File: config.mk
export PLATFORM = sky130hd
export DESIGN_NAME = pipe_skid_stage
export DESIGN_NICKNAME = d
export VERILOG_FILES = /design/src/rtl/pipe_skid_stage.sv
export SDC_FILE = /design/constraint.sdc
export NUM_CORES = 1
export LEC_CHECK = 0
export CORE_MARGIN = 2
export CORE_UTILIZATION = 38
export CTS_BUF_LIST = sky130_fd_sc_hd__clkbuf_8
export CTS_CLUSTER_SIZE = 30
export DETAILED_ROUTE_END_ITERATION = 8
export PLACE_DENSITY = 0.66
export SLEW_MARGIN = 20
export SYNTH_ARGS = -nofsm -noshare
export SYNTH_HDL_FRONTEND = slang
export SYNTH_SLANG_ARGS = --single-unit
File: constraint.sdc
create_clock -name clk -period 5.2 [get_ports clk]
set_clock_uncertainty 0.1 [all_clocks]
set_input_delay 1.04 -clock clk [delete_from_list [all_inputs] [get_ports clk]]
set_output_delay 1.04 -clock clk [all_outputs]
set_load 0.02 [all_outputs]
File: src/rtl/pipe_skid_stage.sv
// Generic inter-stage register: valid/ready handshake with a 2-entry skid buffer.
// Optional statistics counters are enabled by defining PIPE_SKID_STATS_EN.
module pipe_skid_stage #(
  parameter int DATA_W      = 108,
  parameter bit BUBBLE_ZERO = 1'b1,
  parameter int CNT_W       = 16
) (
  input  logic              clk,
  input  logic              rst,
  input  logic              flush,
  input  logic              in_valid,
  input  logic [DATA_W-1:0] in_data,
  output logic              in_ready,
  output logic              out_valid,
  output logic [DATA_W-1:0] out_data,
  input  logic              out_ready
`ifdef PIPE_SKID_STATS_EN
  ,
  output logic [CNT_W-1:0]  stall_cnt,
  output logic [CNT_W-1:0]  bubble_cnt
`endif
);

  typedef enum logic [1:0] {S_EMPTY, S_ONE, S_TWO} state_t;

  state_t              r_state, w_nxt;
  logic [DATA_W-1:0]   r_main_d, r_skid_d;
  logic                w_main_v, w_skid_v, w_acc, w_take;
  logic                w_ld_main_in, w_ld_main_skid, w_ld_skid;
  logic                w_clr_main, w_clr_skid;

  assign w_main_v  = (r_state != S_EMPTY);
  assign w_skid_v  = (r_state == S_TWO);

  // in_ready depends only on local state and flush, never on out_ready
  assign in_ready  = ~w_skid_v & ~flush;
  assign out_valid = w_main_v & ~flush;
  assign out_data  = r_main_d;

  assign w_acc  = in_valid & in_ready;
  assign w_take = out_valid & out_ready;

  always_ff @(posedge clk) begin
    if (rst) r_state <= S_EMPTY;
    else     r_state <= w_nxt;
  end

  always_comb begin
    w_nxt          = r_state;
    w_ld_main_in   = 1'b0;
    w_ld_main_skid = 1'b0;
    w_ld_skid      = 1'b0;
    w_clr_main     = 1'b0;
    w_clr_skid     = 1'b0;
    if (flush) begin
      w_nxt      = S_EMPTY;
      w_clr_main = 1'b1;
      w_clr_skid = 1'b1;
    end else begin
      case (r_state)
        S_EMPTY: if (w_acc) begin
          w_nxt        = S_ONE;
          w_ld_main_in = 1'b1;
        end
        S_ONE: begin
          if (w_acc && w_take) begin
            w_ld_main_in = 1'b1;
          end else if (w_acc) begin
            w_nxt     = S_TWO;
            w_ld_skid = 1'b1;
          end else if (w_take) begin
            w_nxt      = S_EMPTY;
            w_clr_main = 1'b1;
          end
        end
        S_TWO: if (w_take) begin
          w_nxt          = S_ONE;
          w_ld_main_skid = 1'b1;
          w_clr_skid     = 1'b1;
        end
        default: w_nxt = S_EMPTY;
      endcase
    end
  end

  always_ff @(posedge clk) begin
    if (rst) begin
      r_main_d <= '0;
      r_skid_d <= '0;
    end else begin
      if (w_ld_main_in)                   r_main_d <= in_data;
      else if (w_ld_main_skid)            r_main_d <= r_skid_d;
      else if (w_clr_main && BUBBLE_ZERO) r_main_d <= '0;

      if (w_ld_skid)                      r_skid_d <= in_data;
      else if (w_clr_skid && BUBBLE_ZERO) r_skid_d <= '0;
    end
  end

`ifdef PIPE_SKID_STATS_EN
  logic [CNT_W-1:0] r_stall_cnt, r_bubble_cnt;

  // Qualified on the flush-gated out_valid; flush does not clear the counters
  always_ff @(posedge clk) begin
    if (rst) begin
      r_stall_cnt  <= '0;
      r_bubble_cnt <= '0;
    end else begin
      if (out_valid && !out_ready && (r_stall_cnt != '1)) r_stall_cnt <= r_stall_cnt + 1'b1;
      if (!out_valid && (r_bubble_cnt != '1))             r_bubble_cnt <= r_bubble_cnt + 1'b1;
    end
  end

  assign stall_cnt  = r_stall_cnt;
  assign bubble_cnt = r_bubble_cnt;
`endif

endmodule

---- Yosys cells after proc, flatten, opt, wreduce, memory -nomap -nowiden ----
Cells that the tools add are included.
Widths: inputs -> output; s select.
storage, ports and cells
  bits in registers ....................... 218
  output and inout port bits .............. 110
  logic and storage cells ................. 48
operators by class
  equality and inequality tests ........... 6
  multiplexer cells ....................... 26
  bitwise logic cells ..................... 6
  reductions and logical operators ........ 7
operators by type and width
  operator            number
  $mux 108            5
  $mux 1              14
  $mux 2              5
  $pmux 2 s3          1
  $and 1x1->1         4
  $ne 2x2->1 const B  2
  $reduce_and 4->1    1
  $reduce_bool 2->1   2
  $ne 3x3->1 const B  1
  $reduce_bool 3->1   1
  $eq 2x1->1 const B  1
  $eq 2x2->1 const B  1
  $logic_not 2->1     1
  $ne 2x1->1 const B  1
  $not 1->1           2
  $pmux 1 s2          1
  $reduce_or 2->1     1
  $logic_and 1x1->1   1

---- Logic depth before layout (Yosys ltp) ----
  depth in word-level cells ............... 11
  depth in mapped cells ................... 8

---- Worst setup path after synthesis ----
OpenSTA, ideal clock, no wires.
  path type ............................... input to output
  start ................................... input flush
  end ..................................... output in_ready
  arrival ................................. 1.999 ns
  path slack .............................. 2.061 ns
  stages on the path ...................... 4
  path buffers ............................ 3
  cell sequence ........................... clkbuf_1 clkbuf_1 buf_1 nor2_1
between the ends
  word-level cells in the longest chain between the ends .. 2
RTL lines
  item                RTL line  RTL
  start: declaration  10        input logic flush,
  $not 1->1           36        assign in_ready = ~w_skid_v & ~flush;
  $and 1x1->1         36
  end: declaration    13        output logic in_ready,
No other way between the ends.

---- Final worst setup path ----
Ends and elaborated chain as after synthesis.

==> flow_summary.ini <==
[yosys]
synth_top_area_share_pct = 45.5
synth_area_um2 = 9580
yosys-top-cells-area = dfxtp_1 46%, a32oi_1 9.9%, a221oi_1 8.0%, nand4_1 7.1%, a21oi_1 5.7%
ys_types = 31
ys_seq_elements = 218
synth-seq-area-share_pct = 45.5
yosys.area.top_type = dfxtp_1
syn_inst = 1062
syn_nets = 1175
ys.warnings.count = 0
syn_avg_cell_area_um2 = 9.02

[final_layout]
fillers = 2337
syn2layout_area_growth_pct = 30.5
register_area_um2 = 4360
drive_gt1_share_pct = 8.40
final_cell_mix = 220 x clkdlybuf4s50_1, 218 x dfxtp_1, 110 x a21oi_1
final_common_cell = clkdlybuf4s50_1
final_nets = 1285
multiInputGateArea_um2 = 4540

[clock_tree]
hold_buffers = 0
clk_pin_slew_ns = 0.05
clockBufferDepth = 3
cts_tree = done
clk-insertion-delay-late_ns = 0.53
post_cts_resize_count = 0
post_cts_buffers = 0
clkSinkCount = 218
cts_buffers = 38
root_buffer = clkbuf_8
htree_levels = 2

[placed_design]
place_congestion = 0.719
io_buffers = 222
hpwlAfterDp_um = 17200

[timing]
maxSlewHeadroom_pct = 28.7
period_share_pct = 66.6
setup_tns_ns = 0
max_freq_ghz = 0.289
rsz0062_at_grt = no
hold_viol = 0
min_period_ns = 3.46
tightest_slew_ns = 1.07
slew_violations = 0
setup_violations = 0

[route]
drt-initial-drc-count = 995
wl_um = 32600
drc_errors = 0
ant_nets = 0
via_per_inst = 6.46
wl_per_cell_um = 21.5
drtPass1Iterations = 5
vias = 9831

[setup_path]
start_kind = primary input
crit_fanout = 48
required_ns = 4.06
endpoint_kind = output pin
crit_arrival_ns = 2.32
critical_path_class = in2out

[die]
fp.dieW_um = 163
row_count = 58
io_pins = 223
coreArea_um2 = 25000
initial_core_util_pct = 38.4
die_h_um = 163
design.die.area_um2 = 26500

[job]
max-cap-violations = 0

[power]
powerDensity_nw_per_um2 = 308
ir_worst_vdd_mv = 0.165
p_leak_nw = 3.77
power_mw = 3.85

[status]
status = finished clean

[grt]
overflow = 0
grt_pass1_wl_um = 50900
antenna_found_initial = 2
grt_pass1_vias = 9191
grt.total_usage_pct = 23.5
grt_max_degree = 121

[min_path]
hold_class = reg2reg
-- power by group --
group / switching [mW] / total (mW) / internal, mW
logic: 0.332 / 0.593 / 0.260
clock network: 0.675 / 1.49 / 0.817
registers: 0.0392 / 1.77 / 1.73
total: 1.05 / 3.85 / 2.81
-- worst max-delay path, stage by stage --
cell and delay, ns:
buf_4 0.46, nor2_1 0.21, clkdlybuf4s50_1 0.59
-- area by class of cell --
class | count | area share (%)
Antenna cell | 1 | 0.0200
Clock buffer | 48 | 5.28
Clock inverter | 11 | 0.360
Inverter | 2 | 0.0801
Multi-Input combinational cell | 672 | 36.3
Sequential cell | 218 | 34.9
Tap cell | 330 | 3.30
Timing Repair Buffer | 240 | 19.7
-- routing by layer --
metal / part of all wire (%) / vias up / global-route usage, %
met2: 46 / 451 / 36.0
met4: 2.3 / 2 / 8.37
met1: 44 / 4817 / 33.2
met3: 7.7 / 61 / 4.15
met5: 0.040 / - / 0
li1: - / 4500 / -
-- synth_stat cells --
| master | n |
|---|---|
| nor2_1 | 5 |
| clkbuf_2 | 1 |
| dfxtp_1 | 218 |
| inv_1 | 1 |
| a221oi_1 | 88 |
| a211o_1 | 1 |
| o21a_1 | 1 |
| nor3b_1 | 1 |
| and3b_1 | 1 |
| or3b_2 | 1 |
| mux2i_1 | 1 |
| nor4_1 | 1 |
| mux2_4 | 1 |
| buf_4 | 2 |
| a32oi_1 | 108 |
| nand3b_1 | 1 |
| and4bb_2 | 1 |
| nand2b_1 | 1 |
| buf_2 | 37 |
| a221oi_2 | 20 |
| a21oi_1 | 110 |
| buf_1 | 13 |
| nor3_1 | 108 |
| clkbuf_1 | 112 |
| nand4bb_1 | 1 |
| nand4_1 | 108 |
| nand2_1 | 2 |
| nand3_1 | 108 |
| buf_6 | 5 |
| inv_2 | 1 |
| nor2b_1 | 3 |
-- per-stage QoR --
stage          cell area (um2)  hold WS [ns]  utilization, %  cells  setup WS [ns]
4_1_cts                  12500         0.368            50.1   1521           1.73
5_1_grt                  12500         0.381            50.1   1522           1.65
3_5_place_dp             11800         0.361            47.2   1462           1.34
2_1_floorplan             9580         0.350               -   1062           2.06
3_3_place_gp             11800         0.354            47.2   1462           1.42
6_report                 12500         0.365            50.1   1522           1.74
-- path summary, 6_finish.rpt --
path	startpoint	to	slack (ns)	cells past startpoint
setup / recovery	flush	in_ready	1.74	3
hold / removal	r_skid_d[50]	r_skid_d[50]	0.37	2
setup reg to reg	r_state[0]	out_data[68]	2.55	5
hold reg to reg	r_skid_d[50]	r_skid_d[50]	0.37	2
-- sequential cells by signal, indices dropped and copies added, names as in the netlist --
register and flops:
r_state 2, r_skid_d 108, out_data 108
-- cell families after synthesis --
family	count (synthesis)	synth area share [%]
DFF	218	45.5
buffers and inverters	172	7.70
and+or+nand+nor	342	19.5
AOI/OAI and AO/OA	328	27.0
muxes	2	0.261
Power figures use the tool's default switching activity.
